==> src/rtl/cdb_arbiter.sv <==
// cdb_arbiter: per-unit 2-deep result queues with a round-robin pick that
// drives one registered common-data-bus broadcast per cycle.
module cdb_arbiter #(
    parameter int NUM_REQ    = 3,
    parameter int TAG_WIDTH  = 5,
    parameter int DATA_WIDTH = 32,
    parameter logic [TAG_WIDTH-1:0] NO_TAG = '1,
    localparam int SRC_W = (NUM_REQ > 1) ? $clog2(NUM_REQ) : 1
) (
    input  logic                          clk,
    input  logic                          rst,
    input  logic                          flush,
    input  logic [NUM_REQ-1:0]            req_valid,
    input  logic [NUM_REQ*TAG_WIDTH-1:0]  req_tag,
    input  logic [NUM_REQ*DATA_WIDTH-1:0] req_data,
    output logic [NUM_REQ-1:0]            req_ready,
    output logic                          cdb_valid,
    output logic [TAG_WIDTH-1:0]          cdb_tag,
    output logic [DATA_WIDTH-1:0]         cdb_data,
    output logic [SRC_W-1:0]              cdb_src
);

    logic [TAG_WIDTH-1:0]  tag_mem  [NUM_REQ][2];
    logic [DATA_WIDTH-1:0] data_mem [NUM_REQ][2];
    logic [1:0]            count    [NUM_REQ];
    logic [NUM_REQ-1:0]    wr_ptr;
    logic [NUM_REQ-1:0]    rd_ptr;
    logic [SRC_W-1:0]      last_grant;

    logic [NUM_REQ-1:0]    push;
    logic [NUM_REQ-1:0]    pop;
    logic                  grant_found;
    logic [SRC_W-1:0]      grant_idx;

    // k-th candidate index after the last winner, wrapping around
    function automatic logic [SRC_W-1:0] rr_idx(input logic [SRC_W-1:0] base, input int k);
        int v;
        v = (int'(base) + 1 + k) % NUM_REQ;
        return SRC_W'(v);
    endfunction

    // ready depends only on registered counts; a full queue never bypasses
    always_comb begin
        for (int i = 0; i < NUM_REQ; i++) begin
            req_ready[i] = (count[i] != 2'd2);
        end
    end

    // round-robin search over queues that held data before this edge
    always_comb begin
        grant_found = 1'b0;
        grant_idx   = '0;
        for (int k = 0; k < NUM_REQ; k++) begin
            if (!grant_found && count[rr_idx(last_grant, k)] != 2'd0) begin
                grant_found = 1'b1;
                grant_idx   = rr_idx(last_grant, k);
            end
        end
    end

    // accepted pushes and the winner's pop; flush suppresses both
    always_comb begin
        push = '0;
        pop  = '0;
        for (int i = 0; i < NUM_REQ; i++) begin
            push[i] = req_valid[i] && req_ready[i] && !flush;
            pop[i]  = grant_found && (int'(grant_idx) == i) && !flush;
        end
    end

    // queue storage; contents are only meaningful under a nonzero count
    always_ff @(posedge clk) begin
        for (int i = 0; i < NUM_REQ; i++) begin
            if (push[i]) begin
                tag_mem[i][wr_ptr[i]]  <= req_tag[i*TAG_WIDTH +: TAG_WIDTH];
                data_mem[i][wr_ptr[i]] <= req_data[i*DATA_WIDTH +: DATA_WIDTH];
            end
        end
    end

    // queue bookkeeping, grant history and the broadcast register
    always_ff @(posedge clk or posedge rst) begin
        if (rst) begin
            for (int i = 0; i < NUM_REQ; i++) begin
                count[i] <= 2'd0;
            end
            wr_ptr     <= '0;
            rd_ptr     <= '0;
            last_grant <= SRC_W'(NUM_REQ - 1);
            cdb_valid  <= 1'b0;
            cdb_tag    <= NO_TAG;
            cdb_data   <= '0;
            cdb_src    <= '0;
        end else if (flush) begin
            // last_grant deliberately survives a flush
            for (int i = 0; i < NUM_REQ; i++) begin
                count[i] <= 2'd0;
            end
            wr_ptr    <= '0;
            rd_ptr    <= '0;
            cdb_valid <= 1'b0;
            cdb_tag   <= NO_TAG;
            cdb_data  <= '0;
            cdb_src   <= '0;
        end else begin
            for (int i = 0; i < NUM_REQ; i++) begin
                if (push[i]) wr_ptr[i] <= ~wr_ptr[i];
                if (pop[i])  rd_ptr[i] <= ~rd_ptr[i];
                count[i] <= count[i] + 2'(push[i]) - 2'(pop[i]);
            end
            if (grant_found) begin
                last_grant <= grant_idx;
                cdb_valid  <= 1'b1;
                cdb_tag    <= tag_mem[grant_idx][rd_ptr[grant_idx]];
                cdb_data   <= data_mem[grant_idx][rd_ptr[grant_idx]];
                cdb_src    <= grant_idx;
            end else begin
                cdb_valid <= 1'b0;
                cdb_tag   <= NO_TAG;
                cdb_data  <= '0;
                cdb_src   <= '0;
            end
        end
    end

endmodule

==> config.mk <==
export PLATFORM = sky130hd
export DESIGN_NAME = cdb_arbiter
export DESIGN_NICKNAME = d
export VERILOG_FILES = /design/src/rtl/cdb_arbiter.sv
export SDC_FILE = /design/constraint.sdc
export NUM_CORES = 1
export LEC_CHECK = 0
export BUFFER_PORTS_ARGS = -buffer_cell sky130_fd_sc_hd__buf_4
export CAP_MARGIN = 10
export CORE_MARGIN = 2
export CORE_UTILIZATION = 57
export CTS_CLUSTER_DIAMETER = 40
export DETAILED_ROUTE_END_ITERATION = 10
export PLACE_DENSITY_LB_ADDON = 0.08
export SETUP_SLACK_MARGIN = 0.4
export SLEW_MARGIN = 30
export SYNTH_ARGS = -nofsm -noshare
export SYNTH_HDL_FRONTEND = slang
export SYNTH_SLANG_ARGS = --single-unit
==> constraint.sdc <==
create_clock -name clk -period 4.1 [get_ports clk]
set_input_delay 0 -clock clk [delete_from_list [all_inputs] [get_ports clk]]
set_output_delay 0 -clock clk [all_outputs]
set_load 0.05 [all_outputs]
==> results.json <==
{
  "status": "finished clean",
  "dieArea_um2": 20400,
  "cts.sinks": 276,
  "firstDrtPassIters": 4,
  "p_sw_frac": 0.388,
  "initial_core_util": 0.584,
  "critPathArrivalTime_ns": 3.94,
  "fmax_mhz": 280,
  "synthCells": 662,
  "vias_per_cell": 5.68,
  "grt_pass1_vias": 7734,
  "clk_latency_ns": 0.51,
  "yosysTopAreaCell": "edfxtp_1",
  "critPathLaunchType": "register",
  "seqCellArea_um2": 8030,
  "synthTopCellsByArea": "edfxtp_1 (61%), dfrtp_1 (11%), o32ai_2 (4.4%)",
  "cts_root_buf": "clkbuf_16",
  "leakage_nw": 5.90,
  "pwr-share-seq": 0.280,
  "die_y_um": 143,
  "power_frac_clock": 0.232,
  "netlist_area_um2": 11000,
  "rsz0062_at_grt": "true",
  "relSlewSlack": 0.464,
  "die-width_um": 143,
  "io_pins": 160,
  "fin_worst_skew_ns": 0.0230,
  "drive_gt1_frac": 0.331,
  "hold_path_depth": 2,
  "row_count": 50,
  "synth_top_flop_cell": "edfxtp_1",
  "gp_congestion": 0.954,
  "worstSetupPathType": "reg -> reg",
  "ant_nets": 0,
  "ys_warn_count": 0,
  "end_kind": "register",
  "detail_route.iter0.violations": 446,
  "crit_required_ns": 4.47,
  "p_switching_mw": 5.02,
  "setup_viol": 0,
  "min_to": "data_mem[2][18]",
  "core_area_um2": 18800,
  "slew_violations": 0,
  "antenna_found_initial": 1,
  "power.density_nw_per_um2": 867,
  "final_cells": 1247,
  "drc": 0,
  "synth_top_area_frac": 0.607,
  "multi_input_area_um2": 2820,
  "via_count": 7078,
  "numCtsBuffers": 35,
  "layout_setup_ws_ns": 0.534,
  "fin_util": 0.794,
  "syn2layout_area_growth_pct": 36.0,
  "clk_pin_slew_ns": 0.06,
  "ys_ff_latch": 276,
  "grt_overflow_total": 0,
  "wl_mm": 27.5,
  "grt_first_pass_wirelength_mm": 41.8,
  "holdWs_ns": 0.209,
  "dp_slack_ns": 0.463,
  "synth_edf_count": 222,
  "ys_seq_area_frac": 0.730,
  "timing.final.crit_share": 0.870,
  "ys_types": 45,
  "fill_cells": 1052,
  "rrSetupSlack_ns": 0.53,
  "fin_nets": 1088,
  "maxCapViolations": 0,
  "layout_common_cells": "edfxtp_1 (222), buf_4 (176), dlygate4sd3_1 (116)",
  "ir_drop_v": 0.000672,
  "async_flop_share": 0.196,
  "wl_per_cell_um": 22.0,
  "io_buffers": 159,
  "worstMarginPinSlew_ns": 0.804,
  "r2r_end": "count[3]",
  "clk_path_buf_depth": 3,
  "hold_class": "in -> reg",
  "internal-power_mw": 7.93,
  "layout_commonest_cell": "edfxtp_1",
  "syn_nets": 789,
  "power_frac_comb": 0.488,
  "tritoncts": "done",
  "path_max_fanout": 37,
  "fin_tns_setup_ns": 0,
  "groute.usage.overall": 0.277,
  "dp.cells": 1062,
  "period_minus_slack_ns": 3.57,
  "dp_hpwl_mm": 15.7,
  "r2r_cells": 13,
  "r2r-start": "last_grant[1]",
  "grt_max_degree": 72,
  "avgSynthCellArea_um2": 16.6,
  "hold_viol": 0,
  "hold_path.startpoint": "req_data[82]",
  "htree_levels": 2
}
-- critical path, stage by stage (launching register included) --
cell and delay (ns):
dfstp_2 0.55, ha_1 0.32, o21bai_1 0.26, a32oi_2 0.20, nor4_2 0.53, or2_2 0.25
buf_6 0.33, nor3_1 0.11, ha_1 0.29, inv_1 0.04, ha_1 0.18, xor2_1 0.19
xnor2_1 0.15, nor2_1 0.05
-- how the worst max path moves through the flow --
stage | from | endpoint | slack, ns | depth (start not counted)
floorplan | last_grant[1] | count[5] | 0.74 | 16
global placement | last_grant[1] | count[3] | 0.63 | 13
detailed placement | last_grant[1] | count[3] | 0.46 | 13
CTS | last_grant[1] | count[3] | 0.45 | 13
global route | last_grant[1] | count[3] | 0.34 | 13
finish | last_grant[1] | count[3] | 0.53 | 13
-- layout make-up --
cell class,count,share of cell area
clock buffers,45,0.0625
repair buffers,298,0.173
flip-flops and latches,276,0.537
inverters,12,0.00301
multi-input cells,338,0.189
clock inverters,17,0.0137
well taps,260,0.0218
diodes,1,0.000167
-- per-stage QoR --
step	total power, mW	cell area (um^2)
finish	13.0	14900
global route	13.6	14900
CTS	12.9	14900
detailed placement	9.77	12600
global placement	9.55	12600
floorplan	8.18	11000
-- synthesized netlist by cell type (9+ instances only) --
master,number
edfxtp_1,222
nor2_1,57
dfrtp_1,48
mux2i_1,39
a211oi_1,38
mux2_2,33
and2_1,32
o32ai_2,30
clkbuf_1,25
nand2_1,16
inv_1,12
ha_1,10
a21oi_1,9
-- flip-flops by register name (all words and copies together), names as in the netlist --
| signal | flops |
|---|---|
| cdb_data | 32 |
| cdb_src | 2 |
| cdb_tag | 5 |
| cdb_valid | 1 |
| count | 6 |
| data_mem | 192 |
| last_grant | 2 |
| rd_ptr | 3 |
| tag_mem | 30 |
| wr_ptr | 3 |
-- timing repair --
item / CTS / global route
endpoints found under the setup margin: 0 / 19
hold buffers: 116 / 0
gates resized for setup: 0 / 1
buffers inserted: 0 / 6
hold endpoints to repair: 282 / 0
-- power by group through the flow --
stage	Sequential, mW	Combinational, mW	Clock (mW)
floorplan	4.02	4.15	0
global placement	3.66	5.90	0
detailed placement	3.67	6.10	0
CTS	3.62	6.23	3.03
global route	3.65	6.76	3.16
finish	3.63	6.32	3.00
-- layer usage --
metal / up-vias / wire (um) / global-route usage
li1: 3123 / - / -
met1: 3565 / 10500 / 0.336
met2: 325 / 14500 / 0.490
met3: 65 / 1720 / 0.0570
met4: 0 / 824 / 0.108
met5: - / 0 / 0
-- logic make-up after synthesis --
family	synth area share
AND/OR/NAND/NOR	0.0647
flip-flops	0.730
AO/OA/AOI/OAI	0.0959
adder cells (fa/ha/maj)	0.0114
XOR/XNOR	0.00877
multiplexers	0.0693
buffers and inverters	0.0196
Power figures use the tool's default switching activity.
